--- config.mk ---
export PLATFORM = sky130hd
export DESIGN_NAME = sweep_scheduler
export DESIGN_NICKNAME = d
export VERILOG_FILES = /design/src/rtl/sweep_scheduler.sv
export SDC_FILE = /design/constraint.sdc
export NUM_CORES = 1
export LEC_CHECK = 0
export BUFFER_PORTS_ARGS = -buffer_cell sky130_fd_sc_hd__buf_2
export CAP_MARGIN = 20
export CELL_PAD_IN_SITES_DETAIL_PLACEMENT = 1
export CELL_PAD_IN_SITES_GLOBAL_PLACEMENT = 1
export CORE_MARGIN = 1.5
export CORE_UTILIZATION = 43
export DETAILED_ROUTE_END_ITERATION = 10
export PLACE_DENSITY = 0.9
export SLEW_MARGIN = 20
export SYNTH_ARGS = -nofsm -noshare
export SYNTH_HDL_FRONTEND = slang
export SYNTH_SLANG_ARGS = --single-unit
--- constraint.sdc ---
create_clock -name CLK -period 4.1 [get_ports CLK]
set_input_delay 0.82 -clock CLK [delete_from_list [all_inputs] [get_ports CLK]]
set_output_delay 0.82 -clock CLK [all_outputs]
set_load 0.05 [all_outputs]
--- src/rtl/sweep_scheduler.sv ---
// Raster-scan sequencer for the two-axis solar tracker: steps H/V servo
// setpoints over a grid, settles, samples panel voltage, parks at the best point.
module sweep_scheduler #(
    parameter int unsigned POS_MIN       = 50000,
    parameter int unsigned POS_MAX       = 250000,
    parameter int unsigned POS_STEP      = 10000,
    parameter int unsigned SETTLE_CYCLES = 1000000
) (
    input  logic        CLK,
    input  logic        RST_N,
    input  logic        START,
    input  logic        ABORT,
    output logic        adc_req,
    input  logic        adc_valid,
    input  logic [11:0] V_in,
    output logic [31:0] servo_position_H,
    output logic [31:0] servo_position_V,
    output logic [11:0] max_V_in,
    output logic [31:0] pulseWidth_max_H,
    output logic [31:0] pulseWidth_max_V,
    output logic [2:0]  STAT,
    output logic        busy,
    output logic        done
);

    localparam int unsigned POS_W = 32;
    localparam int unsigned ADC_W = 12;
    localparam int unsigned CNT_W = 32;

    localparam logic [POS_W-1:0] MIN_P       = POS_W'(POS_MIN);
    localparam logic [POS_W:0]   MAX_X       = (POS_W+1)'(POS_MAX);
    localparam logic [POS_W:0]   STEP_X      = (POS_W+1)'(POS_STEP);
    localparam logic [CNT_W-1:0] SETTLE_LOAD = CNT_W'(SETTLE_CYCLES - 1);

    typedef enum logic [2:0] {
        S_IDLE   = 3'b000,
        S_SETTLE = 3'b001,
        S_SAMPLE = 3'b010,
        S_STEP   = 3'b011,
        S_PARK   = 3'b100,
        S_DONE   = 3'b101
    } state_e;

    state_e             state_q, state_d;
    logic [POS_W-1:0]   h_q, h_d;
    logic [POS_W-1:0]   v_q, v_d;
    logic [POS_W-1:0]   best_h_q, best_h_d;
    logic [POS_W-1:0]   best_v_q, best_v_d;
    logic [ADC_W-1:0]   max_v_q, max_v_d;
    logic [CNT_W-1:0]   cnt_q, cnt_d;
    logic [POS_W:0]     h_next_x;
    logic [POS_W:0]     v_next_x;

    // State and datapath registers
    always_ff @(posedge CLK or negedge RST_N) begin
        if (!RST_N) begin
            state_q  <= S_IDLE;
            h_q      <= MIN_P;
            v_q      <= MIN_P;
            best_h_q <= MIN_P;
            best_v_q <= MIN_P;
            max_v_q  <= '0;
            cnt_q    <= '0;
        end else begin
            state_q  <= state_d;
            h_q      <= h_d;
            v_q      <= v_d;
            best_h_q <= best_h_d;
            best_v_q <= best_v_d;
            max_v_q  <= max_v_d;
            cnt_q    <= cnt_d;
        end
    end

    // Next-state and datapath update; ABORT overrides everything and freezes data
    always_comb begin
        state_d  = state_q;
        h_d      = h_q;
        v_d      = v_q;
        best_h_d = best_h_q;
        best_v_d = best_v_q;
        max_v_d  = max_v_q;
        cnt_d    = cnt_q;
        // One extra bit so a step past the top of the range cannot wrap
        h_next_x = {1'b0, h_q} + STEP_X;
        v_next_x = {1'b0, v_q} + STEP_X;

        case (state_q)
            S_IDLE: begin
                if (START) begin
                    h_d      = MIN_P;
                    v_d      = MIN_P;
                    best_h_d = MIN_P;
                    best_v_d = MIN_P;
                    max_v_d  = '0;
                    cnt_d    = SETTLE_LOAD;
                    state_d  = S_SETTLE;
                end
            end
            S_SETTLE: begin
                if (cnt_q == '0) state_d = S_SAMPLE;
                else             cnt_d   = cnt_q - CNT_W'(1);
            end
            S_SAMPLE: begin
                if (adc_valid) begin
                    // Strict compare: ties keep the earliest grid point
                    if (V_in > max_v_q) begin
                        max_v_d  = V_in;
                        best_h_d = h_q;
                        best_v_d = v_q;
                    end
                    state_d = S_STEP;
                end
            end
            S_STEP: begin
                cnt_d = SETTLE_LOAD;
                if (h_next_x <= MAX_X) begin
                    h_d     = h_next_x[POS_W-1:0];
                    state_d = S_SETTLE;
                end else if (v_next_x <= MAX_X) begin
                    h_d     = MIN_P;
                    v_d     = v_next_x[POS_W-1:0];
                    state_d = S_SETTLE;
                end else begin
                    h_d     = best_h_q;
                    v_d     = best_v_q;
                    state_d = S_PARK;
                end
            end
            S_PARK: begin
                if (cnt_q == '0) state_d = S_DONE;
                else             cnt_d   = cnt_q - CNT_W'(1);
            end
            S_DONE: begin
                state_d = S_IDLE;
            end
            default: begin
                state_d = S_IDLE;
            end
        endcase

        if (ABORT && (state_q != S_IDLE)) begin
            state_d  = S_IDLE;
            h_d      = h_q;
            v_d      = v_q;
            best_h_d = best_h_q;
            best_v_d = best_v_q;
            max_v_d  = max_v_q;
            cnt_d    = cnt_q;
        end
    end

    // Status and handshake decode straight from the state register
    assign adc_req          = (state_q == S_SAMPLE);
    assign busy             = (state_q != S_IDLE);
    assign done             = (state_q == S_DONE);
    assign STAT             = state_q;
    assign servo_position_H = h_q;
    assign servo_position_V = v_q;
    assign max_V_in         = max_v_q;
    assign pulseWidth_max_H = best_h_q;
    assign pulseWidth_max_V = best_v_q;

endmodule
==> run metrics, run 1 <==
Slew headroom=0.4921; f_max=256.7 MHz; Fin Clk Skew=0.01388 ns; Pwr Total=4.643 mW; TritonCTS clock tree=built; RSZ-0062 raised after global routing=false; clock sink total=175; initial antenna violation count=0; initial core utilization=0.4387; Fin. Hold Viols=0; GP Congestion=0.8734; ys async rst share=1.000; total core area=21820 um2; Max VDD drop=0.0002910 V; CTS Buffer Depth=2; top cells by area, synth=dfrtp_1 (39%), nand2_1 (7.8%), dfstp_2 (6.6%); Worst R2R Setup Slack=0.20 ns; EDFF count, synth=0; Worst Path Max Fanout=32; startpoint types=register; Core Util, Final=0.5213; Pre-antenna DRT Iters=5; Max-Cap Viols=0; first-pass GRT wire length=50110 um; H-Tree Depth=4; wirelength, routed=30460 um; sequential cell area fraction in the yosys report=0.4606; slack of the critical path=0.2049 ns; chip height=152.2 um; TNS Setup=0 ns; IO Count=163; die area=23170 um2; Post-DRT Antenna Nets=0; Port Buffers=162; final setup vio count=0; DIE WIDTH=152.2 um; post-synth top area cell=dfrtp_1; largest net degree at the start of global routing=65; Synth Flop Type=dfrtp_1; Clock Latency Late Sink=0.45 ns; GR Overflow Total=0; pre-CTS WS=0.1981 ns; initial DRC count=546; fillers=2624; post-synthesis cell count=1086; post-route DRC violation count=0; ant diodes=0; CP required=4.47 ns; multi-input logic area=4761 um2; Seq cells post-synth=175; CP max-delay cell=dfstp_2; Power Density=408.2 nW/um2; status=finished clean; Crit path buffers/inverters=1; CP delay by family, top=simple AND/OR/NAND/NOR gates; Internal=2.916 mW; switching pwr=1.727 mW; part of the power in registers=0.417; share of the synthesized area in the top cell type=0.3947; Nets=1266; Crit. End Element=register; vias in the first global route=9744; Final Max Slew Viols=0; R2R cell count=11; clk slew on worst S/H paths=0.08 ns; CTS buffer count=17; Post-DP HPWL=21140 um; post-DR wirelength/cell=19.98 um; share of layout cells above drive strength 1=0.2217; capturing point of the worst reg2reg path=servo_position_V[9]; crit-path max cell delay=0.62 ns; Tcrit/Tclk final=0.9500; RR Startpoint=servo_position_H[4]; Worst-Margin Slew=0.7427 ns; Via-to-Cell Ratio=6.020; gr usage total=0.2635; combinational power share=0.219; syn nets=1120; hold_ws=0.3380 ns; clock power share=0.364; minimum clock period=3.895 ns; leakage=5.182 nW; Avg Cell Area, Syn=8.815 um2; FP Rows=54; CTS Root Cell=clkbuf_16; area occupied by registers=4410 um2; synth-to-layout area growth=18.83%; worst hold path type=primary input to asynchronous set/reset pin; Yosys cell types=69; synthesized cell area=9573 um2; synthesis warning total=0; Arrival @ worst endpoint=4.26 ns; Sw Ratio=0.3719; critical-path cell list=ha_1 -> nand3_1 -> a211oi_4 -> nand2b_1 -> xnor2_1 -> or4_1 -> or4_4 -> o21ai_4 -> buf_4 -> nor2_1 -> a2bb2oi_1; Vias=9181; kind of critical path=register to register
how the worst max path moves through the flow:
| stage | start | end | depth (start not counted) | slack [ns] |
|---|---|---|---|---|
| finish | servo_position_H[4] | servo_position_V[9] | 11 | 0.20 |
| global route | servo_position_H[4] | servo_position_V[8] | 11 | 0.002 |
| CTS | servo_position_H[4] | servo_position_V[16] | 10 | 0.16 |
| detailed placement | servo_position_H[4] | servo_position_V[16] | 10 | 0.20 |
| global placement | servo_position_H[4] | servo_position_V[10] | 10 | 0.31 |
| floorplan | servo_position_H[6] | servo_position_H[0] | 11 | 0.35 |
sequential cells by signal, indices dropped and copies added (netlist names):
register          flops
servo_position_H     32
pulseWidth_max_H     32
cnt_q                32
STAT                  3
max_V_in             12
servo_position_V     32
pulseWidth_max_V     32
kinds of logic after synthesis:
kind of cell,count (synthesis),share of synthesized area
buffers and inverters,104,0.04548
muxes,19,0.02013
and+or+nand+nor,456,0.2279
adders and majority gates,17,0.02222
AOI/OAI and AO/OA,282,0.1934
DFF,175,0.4606
xor gates and xnor gates,33,0.03019
Yosys cell counts, drive strengths merged (18+ instances only):
cell type	number
a22o	33
a21oi	42
nor4	21
or3	18
xnor2	20
buf	20
nand3	35
dfstp	24
clkbuf	50
nand2	198
dfrtp	151
inv	34
o21ai	104
nor2	70
nor3	24
cell type report:
class / count / area share
clock buffer: 17 / 0.03740
sequential: 175 / 0.3877
timing repair buffer: 197 / 0.09822
tap: 280 / 0.03080
clock inverter: 15 / 0.01617
inverter: 34 / 0.01122
multi-input combinational: 807 / 0.4185
placed cells by master, fill, tap and decap left out, types with 17 or more instances in the layout:
master     synthesis  final
a21oi_1           42     42
a22o_1            33     33
a31oi_1           17     17
buf_2             15    161
buf_4              1     32
clkbuf_16          0     17
dfrtp_1          151    150
dfstp_2           24     24
ha_1              17     17
inv_1             33     33
mux2i_1           17     17
nand2_1          198    197
nand3_1           35     35
nor2_1            70     69
nor3_1            23     23
nor4_1            20     20
o21ai_0          102    102
or3_1             18     18
xnor2_1           20     20
power by group through the flow:
stage | logic (mW) | registers, mW | clock network [mW]
floorplan | 0.462 | 2.17 | 0
global placement | 0.973 | 1.96 | 0
detailed placement | 1.01 | 1.96 | 0
CTS | 1.02 | 1.93 | 1.71
global route | 1.10 | 1.95 | 1.78
finish | 1.02 | 1.94 | 1.69
per-stage QoR:
stage	instances	area, um2
5_1_grt	1525	11380
2_1_floorplan	1086	9573
4_1_cts	1525	11370
3_5_place_dp	1493	10760
3_3_place_gp	1493	10760
6_report	1525	11380
per-layer routing:
layer,up-vias,GRT usage,part of all wire
li1,4166,-,-
met1,4704,0.3314,0.42
met2,269,0.4581,0.50
met5,-,0,0
met4,0,0.08692,0.019
met3,42,0.04693,0.060
repair_timing:
action / 4_1_cts / 5_1_grt
setup endpoints to repair: 0 / 13
resized for setup: 0 / 2
endpoints found under the hold margin: 0 / 0
hold buffers: 0 / 0
setup buffers: 0 / 0
Power figures use the tool's default switching activity.
==> run 2, diff against run 1 <==
CORE_UTILIZATION = 44   (was 43)
CTS_BUF_LIST = sky130_fd_sc_hd__clkbuf_8   (was default)
PLACE_DENSITY = 0.91   (was 0.9)
==> run metrics, run 2 (synthesis gave the netlist of run 1 again) <==
Via-to-Cell Ratio=6.014 (-0.11%); Nets=1261 (-0.39%); Final Max Slew Viols=0 (unchanged); startpoint types=register; initial antenna violation count=0 (unchanged); CTS Buffer Depth=2 (unchanged); CTS Root Cell=clkbuf_8; Worst-Margin Slew=1.015 ns (+0.2722 ns); Fin. Hold Viols=0 (unchanged); CTS buffer count=17 (unchanged); area occupied by registers=4410 um2 (unchanged); kind of critical path=register to register; clock sink total=175 (unchanged); Worst R2R Setup Slack=0.23 ns (+0.03 ns); Post-Layout Cell Count=1515 (-0.66%); initial core utilization=0.4525 (+0.01388); FP Rows=53 (-1.9%); status=finished clean; wirelength, routed=30560 um (+0.32%); Clock Latency Late Sink=0.47 ns (+0.02 ns); post-DR wirelength/cell=20.17 um (+0.98%); CP required=4.51 ns (+0.04 ns); leakage=5.078 nW (-2.0%); initial DRC count=502 (-8.1%); Post-DP HPWL=21420 um (+1.3%); capturing point of the worst reg2reg path=servo_position_V[24]; post-route DRC violation count=0 (unchanged); f_max=258.7 MHz (+0.75%); TNS Setup=0 ns (unchanged); clk slew on worst S/H paths=0.10 ns (+0.02 ns); IO Count=163 (unchanged); fillers=2535 (-3.4%); Port Buffers=162 (unchanged); minimum clock period=3.866 ns (-0.02900 ns); chip height=150.5 um (-1.1%); total core area=21150 um2 (-3.1%); vias in the first global route=9283 (-4.7%); die area=22650 um2 (-2.2%); DIE WIDTH=150.5 um (-1.1%); cell total after placement=1483 (-0.67%); most common cell after layout, fill and taps aside=nand2_1; Tcrit/Tclk final=0.9429 (-0.007073); final setup vio count=0 (unchanged); share of layout cells above drive strength 1=0.2194 (-0.002332); worst hold path type=primary input to asynchronous set/reset pin; first-pass GRT wire length=48640 um (-2.9%); ant diodes=0 (unchanged); RR Startpoint=servo_position_V[13]; Slew headroom=0.3234 (-0.1687); H-Tree Depth=4 (unchanged); Power Density=382.4 nW/um2 (-6.3%); multi-input logic area=4766 um2 (+0.11%); commonest non-fill, non-tap cells in the layout=nand2_1 (197), buf_2 (161), dfrtp_1 (150); synth-to-layout area growth=16.68%; Max VDD drop=0.0001988 V (-32%); Pre-antenna DRT Iters=5 (unchanged); Vias=9111 (-0.76%); R2R cell count=11 (unchanged); GR Overflow Total=0 (unchanged); Worst Path Max Fanout=21 (-34%); Crit. End Element=register; gr usage total=0.2743 (+0.01081); Post-DRT Antenna Nets=0 (unchanged); Post-CTS Hold Buffers=0 (unchanged); RSZ-0062 raised after global routing=false; Max-Cap Viols=0 (unchanged); Fin Clk Skew=0.01430 ns (+0.0004127 ns); TritonCTS clock tree=built; Arrival @ worst endpoint=4.28 ns (+0.02 ns); GP Congestion=0.8809 (+0.86%); largest net degree at the start of global routing=105 (+62%)
[run 2: cell types whose count changed in the layout (fill, tap and decap cells not counted), moves of 3 or more]
cell,before,now
clkbuf_16,17,0
inv_8,6,1
clkbuf_8,0,20
clkinv_8,4,0
buf_4,32,25
clkinvlp_4,0,3
bufinv_16,0,3
[run 2: repair_timing]
item,in CTS,in global routing
setup buffers,0,0
setup endpoints to repair,0,35
resized for setup,0,6
[run 2: layer usage]
layer  track usage  share of wire  vias up
li1              -              -     4159
met1        0.3441           0.43     4607
met2        0.4704           0.49      291
met3       0.05788          0.062       54
met4       0.08922          0.022        0
met5             0              0        -
[run 2: critical path, cell delays in order (launching register included)]
cell and delay, ns:
dfrtp_1 0.50, nor4_1 0.71, a21oi_1 0.28, xnor2_1 0.21
a31oi_1 0.21, nor4_1 0.10, o31ai_1 0.36, buf_4 0.20
nor2_4 0.05, nor3_4 0.75, buf_6 0.27, a22o_1 0.16
[run 2: worst max path at each step]
| stage | from | endpoint | slack (ns) | cells past startpoint |
|---|---|---|---|---|
| 2_1_floorplan | servo_position_H[6] | servo_position_H[0] | 0.35 | 11 |
| 3_3_place_gp | servo_position_V[13] | servo_position_V[20] | 0.31 | 11 |
| 3_5_place_dp | servo_position_H[4] | servo_position_V[10] | 0.15 | 10 |
| 4_1_cts | servo_position_H[4] | servo_position_V[10] | 0.09 | 10 |
| 5_1_grt | servo_position_V[5] | servo_position_V[31] | 0.02 | 13 |
| 6_report | servo_position_V[13] | servo_position_V[24] | 0.23 | 11 |
[run 2: final cells by class]
type                       count  area share
inverter                      34     0.01143
timing repair buffer         192     0.09734
clock buffer                  20     0.02464
clock inverter                12     0.01423
tap                          275     0.03081
sequential                   175      0.3949
multi-input combinational    807      0.4267
[run 2: report_power, final]
part	total [mW]	internal [mW]	switching, mW	leakage [nW]
registers	1.94	1.84	0.0931	2.30
clock network	1.32	0.656	0.662	0.215
logic	1.02	0.239	0.777	2.56
total	4.27	2.74	1.53	5.08
[run 2: through the flow]
| step | utilization | hold WS (ns) | cell area [um2] | power (mW) | setup slack [ns] |
|---|---|---|---|---|---|
| finish | 0.5280 | 0.4644 | 11170 | 4.271 | 0.2339 |
| global route | 0.5280 | 0.5210 | 11170 | 4.445 | 0.02296 |
| CTS | 0.5269 | 0.5095 | 11150 | 4.288 | 0.08965 |
| detailed placement | 0.5064 | 0.4921 | 10710 | 2.975 | 0.1544 |
| global placement | 0.5064 | 0.4738 | 10710 | 2.938 | 0.3096 |
| floorplan | - | 0.4568 | 9573 | 2.633 | 0.3512 |
==> run 3, diff against run 2 <==
==> constraint.sdc (replaced) <==
create_clock -name CLK -period 4.1 [get_ports CLK]
set_input_delay 0.615 -clock CLK [delete_from_list [all_inputs] [get_ports CLK]]
set_output_delay 0.615 -clock CLK [all_outputs]
set_load 0.05 [all_outputs]
==> run metrics, run 3 (synthesis gave the netlist of run 1 again) <==
status=finished clean; Tcrit/Tclk final=0.9370 (-0.005918); commonest non-fill, non-tap cells in the layout=nand2_1 (197), buf_2 (161), dfrtp_1 (150); most common cell after layout, fill and taps aside=nand2_1; CP required=4.46 ns (-0.05 ns); final instance area=11190 um2 (+0.16%); TritonCTS clock tree=built; vias in the first global route=9160 (-1.3%); initial core utilization=0.4525 (unchanged); chip height=150.5 um (unchanged); hold_ws=0.2062 ns (-0.2582 ns); Internal=2.753 mW (+0.49%); met3 GRT Util=0.04848 (-0.009394); total core area=21150 um2 (unchanged); Pre-antenna DRT Iters=5 (unchanged); GP Congestion=0.8823 (+0.16%); area occupied by registers=4410 um2 (unchanged); minimum clock period=3.842 ns (-0.02426 ns); Power Density=383.7 nW/um2 (+0.35%); Port Buffers=162 (unchanged); worst hold path type=primary input to asynchronous set/reset pin; met1 usage in global routing=0.3536 (+0.009450); synth-to-layout area growth=16.86%; CTS Buffer Depth=2 (unchanged); Clock Latency Late Sink=0.48 ns (about the same); Post-DP Area=10710 um2 (about the same); clock power share=0.315 (+0.006); H-Tree Depth=4 (unchanged); Crit. End Element=register; FP Rows=53 (unchanged); DIE WIDTH=150.5 um (unchanged); Max VDD drop=0.0002365 V (+19%); first-pass GRT wire length=48310 um (-0.67%); die area=22650 um2 (unchanged); multi-input logic area=4772 um2 (+0.13%); Post-DRT Antenna Nets=0 (unchanged); post-route DRC violation count=0 (unchanged); post-DR wirelength/cell=19.71 um (-2.3%); clk slew on worst S/H paths=0.09 ns (about the same); Pwr Total=4.293 mW (+0.50%); Sw Ratio=0.3588 (about the same); wirelength, routed=29940 um (-2.0%); fillers=2550 (+0.59%); gr usage total=0.2717 (-0.002615); part of the power in registers=0.450 (-0.004); clock sink total=175 (unchanged); CTS Root Cell=clkbuf_8; ant diodes=0 (unchanged); Worst Path Max Fanout=32 (+52%); Vias=9088 (-0.25%); kind of critical path=register to register; Fin. Hold Viols=0 (unchanged); Via-to-Cell Ratio=5.983 (-0.52%); initial DRC count=555 (+11%); grt peak-use layer=met2; RSZ-0062 raised after global routing=false; Max-Cap Viols=0 (unchanged); IO Count=163 (unchanged); Final Max Slew Viols=0 (unchanged); startpoint types=register; share of layout cells above drive strength 1=0.2203 (+0.0009024); final setup vio count=0 (unchanged); slack of the critical path=0.2582 ns (+0.02426 ns); CTS buffer count=17 (unchanged); pre-CTS WS=0.07961 ns (-0.07474 ns); switching pwr=1.540 mW (+0.53%); f_max=260.3 MHz (+0.63%); combinational power share=0.234 (-0.004); TNS Setup=0 ns (unchanged); Nets=1265 (+0.32%); Fin Clk Skew=0.01456 ns (+0.0002622 ns); leakage=5.093 nW (+0.30%); Slew headroom=0.4206 (+0.09720); Post-CTS Hold Buffers=0 (unchanged); GR Overflow Total=0 (unchanged); largest net degree at the start of global routing=90 (-14%); Worst-Margin Slew=0.8690 ns (-0.1458 ns); met2 global-route usage=0.4583 (-0.01216); Arrival @ worst endpoint=4.20 ns (-0.08 ns); initial antenna violation count=0 (unchanged); Post-DP HPWL=20590 um (-3.9%)
==> run 3: cell count changes in the layout (fill, tap and decap cells not counted) <==
| cell | change |
|---|---|
| buf_4 | +5 |
| clkbuf_8 | -2 |
| a21oi_1 | +1 |
| a21oi_2 | -1 |
| buf_12 | -1 |
| buf_6 | -1 |
| bufinv_16 | +1 |
| clkinv_4 | +1 |
| clkinvlp_4 | -1 |
| inv_1 | +1 |
| inv_6 | +1 |
| inv_8 | -1 |
| nor3_2 | +1 |
==> run 3: metal layers <==
metal	wire length [um]	up-vias
met4	535	0
met5	0	-
met1	12890	4621
met2	14840	267
li1	-	4160
met3	1672	40
==> run 3: per-stage QoR <==
step                      utilization  std cells
final                          0.5288       1519
after global routing           0.5288       1519
after CTS                      0.5269       1516
after detailed placement       0.5062       1484
after global placement         0.5062       1484
after floorplan                     -       1086
==> run 3: area by class of cell <==
| cell class | count | area share |
|---|---|---|
| multi-input combinational | 808 | 0.4266 |
| clock buffer | 18 | 0.02215 |
| clock inverter | 14 | 0.01711 |
| tap | 275 | 0.03076 |
| inverter | 34 | 0.01141 |
| timing repair buffer | 195 | 0.09775 |
| sequential | 175 | 0.3943 |
==> run 3: worst paths after layout <==
check                                    start                   end  slack [ns]  depth (start not counted)
min                                      RST_N  servo_position_V[27]        0.21                          1
max reg2reg                servo_position_V[6]  servo_position_V[16]        0.26                         10
max in group asynchronous                RST_N   pulseWidth_max_H[6]        2.97                          2
min in group CLK                      V_in[10]          max_V_in[10]        0.39                          3
min reg2reg                pulseWidth_max_V[9]   pulseWidth_max_V[9]        0.49                          2
max                        servo_position_V[6]  servo_position_V[16]        0.26                         10
==> run 3: repair_timing <==
item / CTS / global route
gates resized for setup: 0 / 4
setup buffers: 0 / 2
setup endpoints to repair: 0 / 35
==> run 3: power groups by stage <==
| stage | registers, mW | logic, mW | clock network (mW) |
|---|---|---|---|
| final | 1.93 | 1.01 | 1.35 |
| after global routing | 1.94 | 1.09 | 1.45 |
| after global placement | 1.96 | 0.962 | 0 |
| after detailed placement | 1.96 | 0.997 | 0 |
| after CTS | 1.93 | 0.999 | 1.38 |
| after floorplan | 2.17 | 0.462 | 0 |
==> run 3: critical path, stage by stage (launching register included) <==
cell	delay, ns
dfstp_2	0.67
nand4_1	0.15
a211o_1	0.46
nor4_1	0.44
mux2_2	0.38
o21ai_0	0.23
nand4b_1	0.28
nor2_4	0.27
buf_4	0.45
mux2i_1	0.28
o22ai_1	0.10
